$ cat config.mk
export PLATFORM = sky130hd
export DESIGN_NAME = accel_axis_scheduler
export DESIGN_NICKNAME = d
export VERILOG_FILES = /design/src/rtl/accel_axis_scheduler_pkg.sv /design/src/rtl/accel_axis_scheduler_timeout.sv /design/src/rtl/accel_axis_scheduler.sv
export SDC_FILE = /design/constraint.sdc
export NUM_CORES = 1
export LEC_CHECK = 0
export ABC_AREA = 1
export BUFFER_PORTS_ARGS = -buffer_cell sky130_fd_sc_hd__buf_2
export CAP_MARGIN = 20
export CORE_ASPECT_RATIO = 1.75
export CORE_MARGIN = 4
export CORE_UTILIZATION = 55
export DETAILED_ROUTE_END_ITERATION = 10
export GPL_TIMING_DRIVEN = 0
export PLACE_DENSITY = 0.77
export RECOVER_POWER = 25
export SLEW_MARGIN = 20
export SYNTH_ARGS = -nofsm -noshare
export SYNTH_HDL_FRONTEND = slang
export SYNTH_SLANG_ARGS = --single-unit
$ cat constraint.sdc
create_clock -name iSPI_CLK -period 3.04 [get_ports iSPI_CLK]
set_input_delay 0.152 -clock iSPI_CLK [delete_from_list [all_inputs] [get_ports iSPI_CLK]]
set_output_delay 0.152 -clock iSPI_CLK [all_outputs]
set_load 0.005 [all_outputs]
$ cat src/rtl/accel_axis_scheduler_pkg.sv
// Shared parameter header for the accelerometer axis scheduler and the SPI
// reader that it drives.
//   - FSM state encodings. The reader decodes these, so the values are fixed.
//   - Axis codes placed on oDIMENSION.
//   - pick_axis(): finds the lowest enabled axis at or above a start code.
package accel_axis_scheduler_pkg;

  localparam logic [2:0] ST_IDLE    = 3'd0;
  localparam logic [2:0] ST_SELECT  = 3'd1;
  localparam logic [2:0] ST_DISCARD = 3'd2;
  localparam logic [2:0] ST_CAPTURE = 3'd3;
  localparam logic [2:0] ST_PUBLISH = 3'd4;

  localparam logic [1:0] AXIS_X = 2'd0;
  localparam logic [1:0] AXIS_Y = 2'd1;
  localparam logic [1:0] AXIS_Z = 2'd2;

  typedef struct packed {
    logic       found;
    logic [1:0] axis;
  } axis_pick_t;

  // Lowest axis i with mask[i] set and i >= start. A start of 3 finds nothing,
  // which is how "no further axis after Z" falls out of the search.
  function automatic axis_pick_t pick_axis(input logic [2:0] mask,
                                           input logic [1:0] start);
    axis_pick_t r;
    r.found = 1'b0;
    r.axis  = AXIS_X;
    // Scan downwards so that the lowest qualifying axis is the last one written.
    for (int i = 2; i >= 0; i--) begin
      if (mask[i] && (2'(i) >= start)) begin
        r.found = 1'b1;
        r.axis  = 2'(i);
      end
    end
    return r;
  endfunction

endpackage

$ cat src/rtl/accel_axis_scheduler_timeout.sv
// axis_timeout_counter: a loadable down-counter with a terminal-count flag.
//   clk  : clock
//   rstn : synchronous active-low reset (clears the count)
//   load : reload to TIMEOUT_CYCLES-1 (takes priority over counting)
//   run  : count down while high; tc is only reported while running
//   tc   : high during the TIMEOUT_CYCLES-th running cycle after a load
// TIMEOUT_CYCLES must be at least 1.
module axis_timeout_counter #(
  parameter int unsigned TIMEOUT_CYCLES = 65535
) (
  input  logic clk,
  input  logic rstn,
  input  logic load,
  input  logic run,
  output logic tc
);

  localparam int unsigned     CW       = (TIMEOUT_CYCLES > 1) ? $clog2(TIMEOUT_CYCLES) : 1;
  localparam logic [CW-1:0]   LOAD_VAL = CW'(TIMEOUT_CYCLES - 1);

  logic [CW-1:0] cnt_q, cnt_d;

  always_comb begin
    cnt_d = cnt_q;
    if (load) begin
      cnt_d = LOAD_VAL;
    end else if (run && (cnt_q != '0)) begin
      cnt_d = cnt_q - CW'(1);
    end
  end

  always_ff @(posedge clk) begin
    if (!rstn) begin
      cnt_q <= '0;
    end else begin
      cnt_q <= cnt_d;
    end
  end

  // Not gated by load: a strobe arriving in the same cycle is resolved by the
  // scheduler, which gives the strobe priority.
  assign tc = run && (cnt_q == '0);

endmodule

$ cat src/rtl/accel_axis_scheduler.sv
// accel_axis_scheduler: steps an SPI accelerometer reader through the enabled
// axes (X, Y, Z), drops the first DISCARD_CNT samples after each axis switch,
// captures one word per axis, and publishes a frame over a valid/ready pair.
//
// Handshake: oVALID rises with a new frame and, together with oX/oY/oZ, holds
// steady until the cycle in which oVALID && iREADY; that cycle is the
// transfer. iREADY has no effect while oVALID is low.
//
// Ports
//   iSPI_CLK, iRSTN        clock, synchronous active-low reset
//   iENABLE                keep running frames; low = idle after the current one
//   iAXIS_MASK[2:0]        axes to sample (bit0 X, bit1 Y, bit2 Z)
//   iDATA_H/iDATA_L        word from the reader, qualified by iSAMPLE_STB
//   oDIMENSION[1:0]        axis select to the reader
//   oX/oY/oZ, oVALID       published frame; iREADY consumer accept
//   oTIMEOUT, iCLR_TIMEOUT sticky axis-timeout flag and its clear
//   oBUSY                  not idle
//   oSTATE_DBG[2:0]        current FSM state (package encodings)
module accel_axis_scheduler #(
  parameter int unsigned TIMEOUT_CYCLES = 65535,
  parameter int unsigned DISCARD_CNT    = 1
) (
  input  logic        iSPI_CLK,
  input  logic        iRSTN,
  input  logic        iENABLE,
  input  logic [2:0]  iAXIS_MASK,
  input  logic [7:0]  iDATA_L,
  input  logic [7:0]  iDATA_H,
  input  logic        iSAMPLE_STB,
  output logic [1:0]  oDIMENSION,
  output logic [15:0] oX,
  output logic [15:0] oY,
  output logic [15:0] oZ,
  output logic        oVALID,
  input  logic        iREADY,
  output logic        oTIMEOUT,
  input  logic        iCLR_TIMEOUT,
  output logic        oBUSY,
  output logic [2:0]  oSTATE_DBG
);

  import accel_axis_scheduler_pkg::*;

  localparam logic [1:0] DISC_LAST = (DISCARD_CNT == 0) ? 2'd0 : 2'(DISCARD_CNT - 1);

  logic [2:0]        state_q, state_d;
  logic [1:0]        dim_q, dim_d;
  logic [2:0]        fmask_q, fmask_d;
  logic [1:0]        disc_q, disc_d;
  logic [2:0][15:0]  frame_q, frame_d;
  logic [2:0][15:0]  out_q, out_d;
  logic              valid_q, valid_d;
  logic              to_q, to_d;

  logic       cnt_load, cnt_run, cnt_tc;
  logic       to_set, advance;
  axis_pick_t pick_first, pick_next;

  axis_timeout_counter #(
    .TIMEOUT_CYCLES(TIMEOUT_CYCLES)
  ) u_timeout (
    .clk  (iSPI_CLK),
    .rstn (iRSTN),
    .load (cnt_load),
    .run  (cnt_run),
    .tc   (cnt_tc)
  );

  always_comb begin
    state_d  = state_q;
    dim_d    = dim_q;
    fmask_d  = fmask_q;
    disc_d   = disc_q;
    frame_d  = frame_q;
    out_d    = out_q;
    valid_d  = valid_q;
    cnt_load = 1'b0;
    cnt_run  = 1'b0;
    to_set   = 1'b0;
    advance  = 1'b0;

    // First axis of a new frame comes from the live mask; later axes come from
    // the mask latched at frame start, so mid-frame mask changes are ignored.
    pick_first = pick_axis(iAXIS_MASK, AXIS_X);
    pick_next  = pick_axis(fmask_q, dim_q + 2'd1);

    case (state_q)
      ST_IDLE: begin
        if (iENABLE && pick_first.found) begin
          fmask_d = iAXIS_MASK;
          dim_d   = pick_first.axis;
          state_d = ST_SELECT;
        end
      end

      ST_SELECT: begin
        cnt_load = 1'b1;
        disc_d   = 2'd0;
        state_d  = (DISCARD_CNT == 0) ? ST_CAPTURE : ST_DISCARD;
      end

      ST_DISCARD: begin
        cnt_run = 1'b1;
        if (iSAMPLE_STB) begin
          cnt_load = 1'b1;
          if (disc_q == DISC_LAST) begin
            state_d = ST_CAPTURE;
          end else begin
            disc_d = disc_q + 2'd1;
          end
        end else if (cnt_tc) begin
          to_set  = 1'b1;
          advance = 1'b1;
        end
      end

      ST_CAPTURE: begin
        cnt_run = 1'b1;
        if (iSAMPLE_STB) begin
          cnt_load          = 1'b1;
          frame_d[dim_q]    = {iDATA_H, iDATA_L};
          advance           = 1'b1;
        end else if (cnt_tc) begin
          to_set  = 1'b1;
          advance = 1'b1;
        end
      end

      ST_PUBLISH: begin
        if (iREADY) begin
          valid_d = 1'b0;
          if (iENABLE && pick_first.found) begin
            fmask_d = iAXIS_MASK;
            dim_d   = pick_first.axis;
            state_d = ST_SELECT;
          end else begin
            state_d = ST_IDLE;
          end
        end
      end

      default: state_d = ST_IDLE;
    endcase

    // Leave the current axis (captured or timed out): next enabled axis, or
    // publish. Outputs load from frame_d so a capture on this same edge is
    // included; unmasked axes keep their previous published value.
    if (advance) begin
      if (pick_next.found) begin
        dim_d   = pick_next.axis;
        state_d = ST_SELECT;
      end else begin
        state_d = ST_PUBLISH;
        valid_d = 1'b1;
        for (int i = 0; i < 3; i++) begin
          if (fmask_q[i]) begin
            out_d[i] = frame_d[i];
          end
        end
      end
    end

    // A timeout raised this cycle beats a simultaneous clear.
    if (to_set) begin
      to_d = 1'b1;
    end else if (iCLR_TIMEOUT) begin
      to_d = 1'b0;
    end else begin
      to_d = to_q;
    end
  end

  always_ff @(posedge iSPI_CLK) begin
    if (!iRSTN) begin
      state_q <= ST_IDLE;
      dim_q   <= AXIS_X;
      fmask_q <= 3'b000;
      disc_q  <= 2'd0;
      frame_q <= '0;
      out_q   <= '0;
      valid_q <= 1'b0;
      to_q    <= 1'b0;
    end else begin
      state_q <= state_d;
      dim_q   <= dim_d;
      fmask_q <= fmask_d;
      disc_q  <= disc_d;
      frame_q <= frame_d;
      out_q   <= out_d;
      valid_q <= valid_d;
      to_q    <= to_d;
    end
  end

  assign oDIMENSION = dim_q;
  assign oX         = out_q[0];
  assign oY         = out_q[1];
  assign oZ         = out_q[2];
  assign oVALID     = valid_q;
  assign oTIMEOUT   = to_q;
  assign oBUSY      = (state_q != ST_IDLE);
  assign oSTATE_DBG = state_q;

endmodule
# After elaboration in Yosys (flattened, before gate mapping)
# Index checks and enable logic that the tools add are counted.
dict set report totals {
  regBits 124
  input_bits 25
  word_cells 106
}
dict set report classes {
  addsub 3
  order_cmp 5
  eq_ne 12
  mux 46
  bitwise_logic 2
  reduce_logical 24
}
# op count
set op_table {}
lappend op_table {{$mux 48} 2}
lappend op_table {{$bwmux 48} 1}
lappend op_table {{$mux 16} 3}
lappend op_table {{$mux 3} 14}
lappend op_table {{$demux 16 s2} 1}
lappend op_table {{$logic_not 16->1} 1}
lappend op_table {{$reduce_bool 16->1} 1}
lappend op_table {{$sub 16x1->16 const B} 1}
lappend op_table {{$pmux 3 s5} 1}
lappend op_table {{$mux 1} 13}
lappend op_table {{$mux 2} 6}
lappend op_table {{$ne 3x3->1 const B} 4}
lappend op_table {{$reduce_and 3->1} 4}
lappend op_table {{$ne 2x2->1 const B} 4}
lappend op_table {{$pmux 2 s2} 2}
lappend op_table {{$reduce_bool 2->1} 4}
lappend op_table {{$logic_and 1x1->1} 7}
lappend op_table {{$eq 3x2->1 const B} 2}
lappend op_table {{$pmux 3 s2} 1}
lappend op_table {{$reduce_and 5->1} 1}
lappend op_table {{$add 2x1->2 const B} 2}
lappend op_table {{$ge 1x2->1 const A} 2}
lappend op_table {{$pmux 1 s2} 2}
lappend op_table {{$reduce_or 2->1} 2}
lappend op_table {{10 further kinds} 11}

# Logic depth before layout (Yosys ltp)
# Gate-level depths: netlist of the first run.
dict set report depth {
  depth_word 9
  ltp_mapped 13
  ltp_nobuf 13
}

# Modules after synthesis
# From an unflattened synthesis of the first run, not the netlist that was laid out.
dict set report unflattened {
  cells_unflattened 838
  area_unflattened_um2 6097.1
}
# module instances cells_each area_per_inst_um2 seq_area_each_um2
set modules_own_cells {}
lappend modules_own_cells {accel_axis_scheduler 1 648 4973.5 2162.1}
lappend modules_own_cells {axis_timeout_counter 1 190 1123.6 320.3}

# Worst setup path after synthesis of the first run
# Ideal clock, no wire load.
dict set report synth_path {
  path_kind {flip-flop to flip-flop}
  start {register dim_q[1], in the netlist oDIMENSION[1]}
  end {register out_q (netlist bit oX[5])}
  setup_time_ns 0.132
  t_arrival_ns 1.717
  t_required_ns 2.908
  setup_slack_ns 1.191
  path_stages_with_launch 13
  n_path_buf 1
  cell_sequence {dfxtp_1 -> inv_1 -> ha_1 -> inv_1 -> nand2_1 -> nand2_1 -> nor2_2 -> inv_1 -> nor2_4 -> nand2_1 -> buf_2 -> nand2_1 -> a21oi_1}
}
dict set report synth_between {
  elab_chain_cells 8
  elab_cells_between_ends 20
  classes_between {add/sub (1); order compare (5); mux (8); bitwise (1); reduce/logical (5)}
}
# element line
set synth_lines {}
lappend synth_lines {{from (decl)} accel_axis_scheduler.sv:47} ;# logic [1:0] dim_q, dim_d;
lappend synth_lines {{from (signal assigned)} accel_axis_scheduler.sv:185} ;# dim_q <= dim_d;
lappend synth_lines {{$add 2x1->2} accel_axis_scheduler.sv:85} ;# pick_next = pick_axis(fmask_q, dim_q + 2'd1);
lappend synth_lines {{$ge 2x2->1} accel_axis_scheduler_pkg.sv:32} ;# if (mask[i] && (2'(i) >= start)) begin
lappend synth_lines {{$logic_and 1x1->1} accel_axis_scheduler_pkg.sv:32}
lappend synth_lines {{$mux 3 (3 in a row)} accel_axis_scheduler_pkg.sv:32}
lappend synth_lines {{$not 1->1 (no source line)} -}
lappend synth_lines {{$reduce_and 3->1 (no source line)} -}
lappend synth_lines {{to (signal assigned)} accel_axis_scheduler.sv:189} ;# out_q <= out_d;
lappend synth_lines {{to (decl)} accel_axis_scheduler.sv:51} ;# logic [2:0][15:0] out_q, out_d;
# Several ways; a longest one is shown, not always the timed one.
# A chain may end at the register's enable or synchronous reset.

# Worst setup path in the final report of the first run
# Same ends and word-level chain as after synthesis.

==> flow_summary.ini, run 1 <==
[grt]
grtUsageTotal_pct = 24.7
met2_usage_pct = 48.1
met1_usage_pct = 24.3
grt-ovfl-total = 0
grt_first_pass_wirelength_um = 23200
top_usage_layer = met2
antenna_found_initial = 0
grt.met3_usage_pct = 5.20
grt_pass1_vias = 5073
grt_max_degree = 17

[route]
first_pass_iters = 5
routed_wl_um = 13800
first_iter_violations = 220
vias_per_cell = 5.05
ant_nets = 0
dr_total_vias = 5150
drc = 0
wl_per_cell_um = 13.6

[logic_synthesis]
ys_types = 31
synth_edf_count = 0
async_flop_share_pct = 0
seq_area_frac_synth_pct = 45.6
synth-seq-cells = 124
synth_area_leaders = dfxtp_1, nor2_1, nand2_1
syn_area_um2 = 5440
synthFlopType = dfxtp_1
netlist.area_leader.share_pct = 45.6
yosys.area.top_type = dfxtp_1
yosysWarnings = 0
synthesis.nets = 816
syn_area_per_cell_um2 = 6.94
synthCells = 784

[cts]
cts_tree = yes
cts_max_level = 4
cts-buffers-inserted = 17
clk_pin_slew_worst_paths_ns = 0.06
ctsLongestPathBuffers = 2
cts_setup_buffers = 0
clkLatencyLatePin_ns = 0.42
cts-root-buf = clkbuf_16
cts.sinks = 124

[placement]
dp_hpwl_um = 10600
place_congestion = 0.932
portBuffers = 80

[floorplan]
row_count = 47
ios = 81
core_area_um2 = 9590
fp.dieArea_um2 = 11600
initial_utilization_pct = 56.7
die_h_um = 140
fp.dieW_um = 83.2

[run]
maxCapViolations = 0

[hold_path]
min_path_type = in -> reg
hold_depth = 3

[cells_and_area]
final_core_util_pct = 68.8
final_cell_mix = nor2_1, nand2_1, dfxtp_1, inv_1, buf_2
syn2layout_area_growth_pct = 21.2
fin_nets = 916
diodes = 0
seqCellArea_um2 = 2480
final_common_cell = nor2_1
layout-drive-gt1-share_pct = 14.3
multi_input_area_um2 = 2400
fill_cells = 821

[timing]
layout_min_cycle_time_ns = 2.15
max_slew_margin_pct = 57.2
period_share_pct = 70.6
finalMaxSlewViolations = 0
finalSetupTns_ns = 0
fin_worst_skew_ns = 0.00595
finalSetupViolCount = 0
hold_viol_final = 1
fmax_ghz = 0.466
worst_pin_slew_ns = 0.643
whs_ns = -0.000707
grt_setup_unrepaired = false

[setup_path]
worst_path_largest_cell_delay_ns = 0.40
critPathLaunchType = register
cp_max_fo = 10
crit_chain = inv_1, ha_1, inv_1, nand2_1, nand2_1, nor2_2, inv_1, nor2_4, nand2_1, buf_2, nand2_1, a21oi_1
rr_worst_depth = 12
critPathArrivalTime_ns = 2.42
crit_path_top_delay_cell = dfxtp_1
crit_type = reg -> reg
path_common_cell = nand2_1
crit_buf_inv = 4
cp.depth = 12
end_kind = register
path_delay_family = simple AND/OR/NAND/NOR gates
critical_path_required_ns = 3.32

[power]
ir_drop_v = 0.000594
pwr-share-clk_pct = 38.2
power.share.sequential_pct = 36.0
swShare_pct = 33.4
p_int_w = 0.00362
p_sw_w = 0.00181
power_density_nw_per_um2 = 824
leakagePower_nw = 3.12
combPwrFrac_pct = 25.8

[status]
violations = negative hold slack
status = finished with violations
## state kept, by name, indices dropped and copies added, names as in the netlist, 2 cells and up
register and flops:
frame_q 48, oX 16, oY 16, oZ 16, u_timeout.cnt_q 16, fmask_q 3
oSTATE_DBG 3, disc_q 2, oDIMENSION 2
## metrics by stage
step	hold slack (ns)	setup slack, ns	total power, W	area, um^2	cells
6_report	-0.000707	0.894	0.00543	6590	1019
4_1_cts	0.00243	0.880	0.00544	6620	1019
5_1_grt	0.0240	0.670	0.00577	6590	1019
2_1_floorplan	0.301	1.19	0.00302	5440	784
3_5_place_dp	0.415	0.902	0.00337	5990	986
3_3_place_gp	0.414	0.992	0.00333	5990	986
## power groups by stage
stage,Sequential [W],Combinational [W],Clock [W]
floorplan,0.00195,0.00107,0
global placement,0.00198,0.00135,0
detailed placement,0.00199,0.00139,0
CTS,0.00196,0.00140,0.00208
global route,0.00198,0.00161,0.00217
finish,0.00196,0.00140,0.00207
## cells in the mapped netlist, types with 2 or more instances
cell / instances
a31oi_1: 2
xor2_1: 3
clkbuf_1: 13
nand2_1: 173
nor2_4: 3
buf_1: 2
nand2_4: 2
ha_1: 7
a211oi_1: 3
a21oi_1: 61
o21a_1: 16
nor2_2: 4
o211ai_1: 4
buf_6: 5
dfxtp_1: 124
inv_1: 95
nand3b_1: 2
buf_2: 13
nor2_1: 179
nand3_1: 39
nor3_1: 2
inv_2: 5
o21ai_0: 19
## worst paths after layout
check	to	slack, ns	start
min reg2reg	oVALID$_SDFF_PN0_	0.46	oVALID$_SDFF_PN0_
max	oX[5]$_SDFFE_PN0P_	0.89	oDIMENSION[1]$_SDFF_PN0_
max reg2reg	oX[5]$_SDFFE_PN0P_	0.89	oDIMENSION[1]$_SDFF_PN0_
min	fmask_q[2]$_SDFFE_PN0P_	-0.0007	iAXIS_MASK[2]
## repair_timing
item                      4_1_cts  5_1_grt
gates resized for setup         0        0
hold buffers                    1        0
hold endpoints to repair        1        0
## metal layers
metal	vias up	routed length, um
met2	163	7670
met4	0	531
li1	2608	-
met1	2340	4980
met5	-	0
met3	39	653
## kinds of logic after synthesis
group / Yosys count / synth area share [%]
fa+ha+maj: 7 / 1.61
flops: 124 / 45.6
buf+inv: 134 / 10.3
compound gates: 106 / 10.9
xor+xnor: 3 / 0.483
simple gates: 410 / 31.0
## tightest hold or removal path, delay by kind of cell
family / cells / cell delay, ns
compound gates: 1 / 0.06
buf+inv: 2 / 0.15
## area by class of cell
class / count / area share (%)
flip-flops and latches: 124 / 37.6
clock inverters: 13 / 2.52
repair buffers: 81 / 5.81
multi-input cells: 526 / 36.3
inverters: 100 / 5.69
well taps: 122 / 2.31
plain buffers: 34 / 2.81
clock buffers: 19 / 6.87
Power figures use the tool's default switching activity.
==> run 2, diff against run 1 <==
Clock period 3.04 ns to 2 ns, I/O delays scaled along.
==> flow_summary.ini, run 2 (same netlist as run 1, synthesis figures left out) <==
[setup_path]
end_kind = register
crit_type = reg -> reg
rr_worst_depth = 9
reg2reg_slack_ns = 0.02
worst_path_largest_cell_delay_ns = 0.38
path_delay_family = compound AO/OA/AOI/OAI gates
crit_chain = inv_1, ha_1, nand2_1, nor2_4, a21oi_2, buf_2, nand2_1, a21oi_1, nor2_1
cp-startpoint = u_timeout.cnt_q[0]$_SDFFE_PP0P_
critPathLaunchType = register
critPathArrivalTime_ns = 2.26
crit_buf_inv = 2
cp_max_fo = 10
reg2reg_from = u_timeout.cnt_q[0]$_SDFFE_PP0P_
critical_path_required_ns = 2.28
rr_endpoint = u_timeout.cnt_q[3]$_SDFFE_PN0P_
path_common_cell = nand2_1
crit_path_top_delay_cell = a21oi_2

[floorplan]
core_area_um2 = 9590
ios = 81
initial_utilization_pct = 56.7
fp.dieW_um = 83.2
fp.dieArea_um2 = 11600
row_count = 47
die_h_um = 140

[timing]
worst_pin_slew_ns = 0.646
layout_min_cycle_time_ns = 1.98
period_share_pct = 98.8
finalSetupViolCount = 0
fin_worst_skew_ns = 0.00537
finalMaxSlewViolations = 0
fmax_ghz = 0.506
finalSetupTns_ns = 0
hold_viol_final = 0
grt_setup_unrepaired = true
max_slew_margin_pct = 56.9
whs_ns = 0.00729
setup_ws_ns = 0.0244

[power]
power_density_nw_per_um2 = 1250
power_w = 0.00839
leakagePower_nw = 3.21
ir_drop_v = 0.000928

[route]
first_pass_iters = 8
first_iter_violations = 261
drc = 0
wl_per_cell_um = 14.0
ant_nets = 0
routed_wl_um = 14400
vias_per_cell = 5.12
dr_total_vias = 5277

[cts]
cts-buffers-inserted = 17
clk_pin_slew_worst_paths_ns = 0.05
clkLatencyLatePin_ns = 0.42
ctsLongestPathBuffers = 2
cts-root-buf = clkbuf_16
cts_tree = yes
cts.sinks = 124
cts_max_level = 4

[grt]
grt_pass1_vias = 5121
grt_max_degree = 17
antenna_found_initial = 0
grtUsageTotal_pct = 24.9
grt-ovfl-total = 0
grt_first_pass_wirelength_um = 23400

[placement]
place_congestion = 0.932
dp_hpwl_um = 10600
pre_cts_slack_ns = -0.138
portBuffers = 80

[cells_and_area]
fill_cells = 792
final_common_cell = nor2_1
final_core_util_pct = 70.3
final_cell_mix = nor2_1, nand2_1, dfxtp_1, inv_1, buf_2
regMostFlops = frame_q
layout-drive-gt1-share_pct = 16.2
diodes = 0
syn2layout_area_growth_pct = 23.8
largest_reg_flops = 48
fin_nets = 927

[hold_path]
hold_depth = 4
min_path_type = in -> reg
hp-start = iREADY
hold_path_end = oVALID$_SDFF_PN0_

[run]
maxCapViolations = 0

[status]
status = complete, no violations
## run 2: cell count changes in the layout (fill, tap and decap cells not counted), sizes merged
cell         change
buf             +10
clkbuf           -2
dlygate4sd3      +3
## run 2: how the worst max path moves through the flow
stage / endpoint / slack, ns / cells past startpoint
3_5_place_dp: oX[7]$_SDFFE_PN0P_ / -0.14 / 12
3_3_place_gp: oX[5]$_SDFFE_PN0P_ / -0.05 / 12
2_1_floorplan: oX[5]$_SDFFE_PN0P_ / 0.15 / 12
5_1_grt: oY[4]$_SDFFE_PN0P_ / -0.02 / 9
4_1_cts: oX[5]$_SDFFE_PN0P_ / 0.02 / 12
6_report: u_timeout.cnt_q[3]$_SDFFE_PN0P_ / 0.02 / 9
## run 2: timing repair
action,4_1_cts,5_1_grt
resized for setup,2,22
hold buffers,4,0
endpoints found under the setup margin,13,38
gates cloned,0,2
pin swaps,2,5
hold endpoints to repair,4,0
setup buffers,2,4
## run 2: routing by layer
| layer | up-vias | track usage, % | part of all wire, % |
|---|---|---|---|
| met5 | - | 0 | 0 |
| met4 | 0 | 11.9 | 4.1 |
| met3 | 46 | 5.68 | 5.1 |
| met2 | 188 | 48.5 | 55 |
| met1 | 2414 | 24.2 | 36 |
| li1 | 2629 | - | - |
## run 2: layout make-up
class                      count  area, um^2  share of cell area [%]
buffer                        34         195                    2.90
clock buffer                  19         453                    6.72
clock inverter                13         166                    2.47
inverter                     100         375                    5.57
multi-input combinational    526        2430                    36.1
sequential                   124        2490                    36.9
tap                          122         153                    2.27
timing repair buffer          92         477                    7.08
## run 2: through the flow
| step | instance area, um^2 | instances |
|---|---|---|
| floorplan | 5440 | 784 |
| detailed placement | 5990 | 986 |
| global route | 6740 | 1030 |
| finish | 6740 | 1030 |
| CTS | 6670 | 1024 |
| global placement | 5990 | 986 |
## run 2: power breakdown
| part | switching [W] | internal [W] | total (W) |
|---|---|---|---|
| combinational | 0.00147 | 0.000778 | 0.00225 |
| clock | 0.00113 | 0.00203 | 0.00316 |
| sequential | 0.000233 | 0.00275 | 0.00298 |
| total | 0.00283 | 0.00556 | 0.00839 |
## run 2: worst reg2reg max path, cell delays in order, from the launching register on
cell and delay (ns):
dfxtp_1 0.37, inv_1 0.10, ha_1 0.21, nand2_1 0.10
nor2_4 0.07, a21oi_2 0.38, buf_2 0.32, nand2_1 0.08
a21oi_1 0.17, nor2_1 0.05
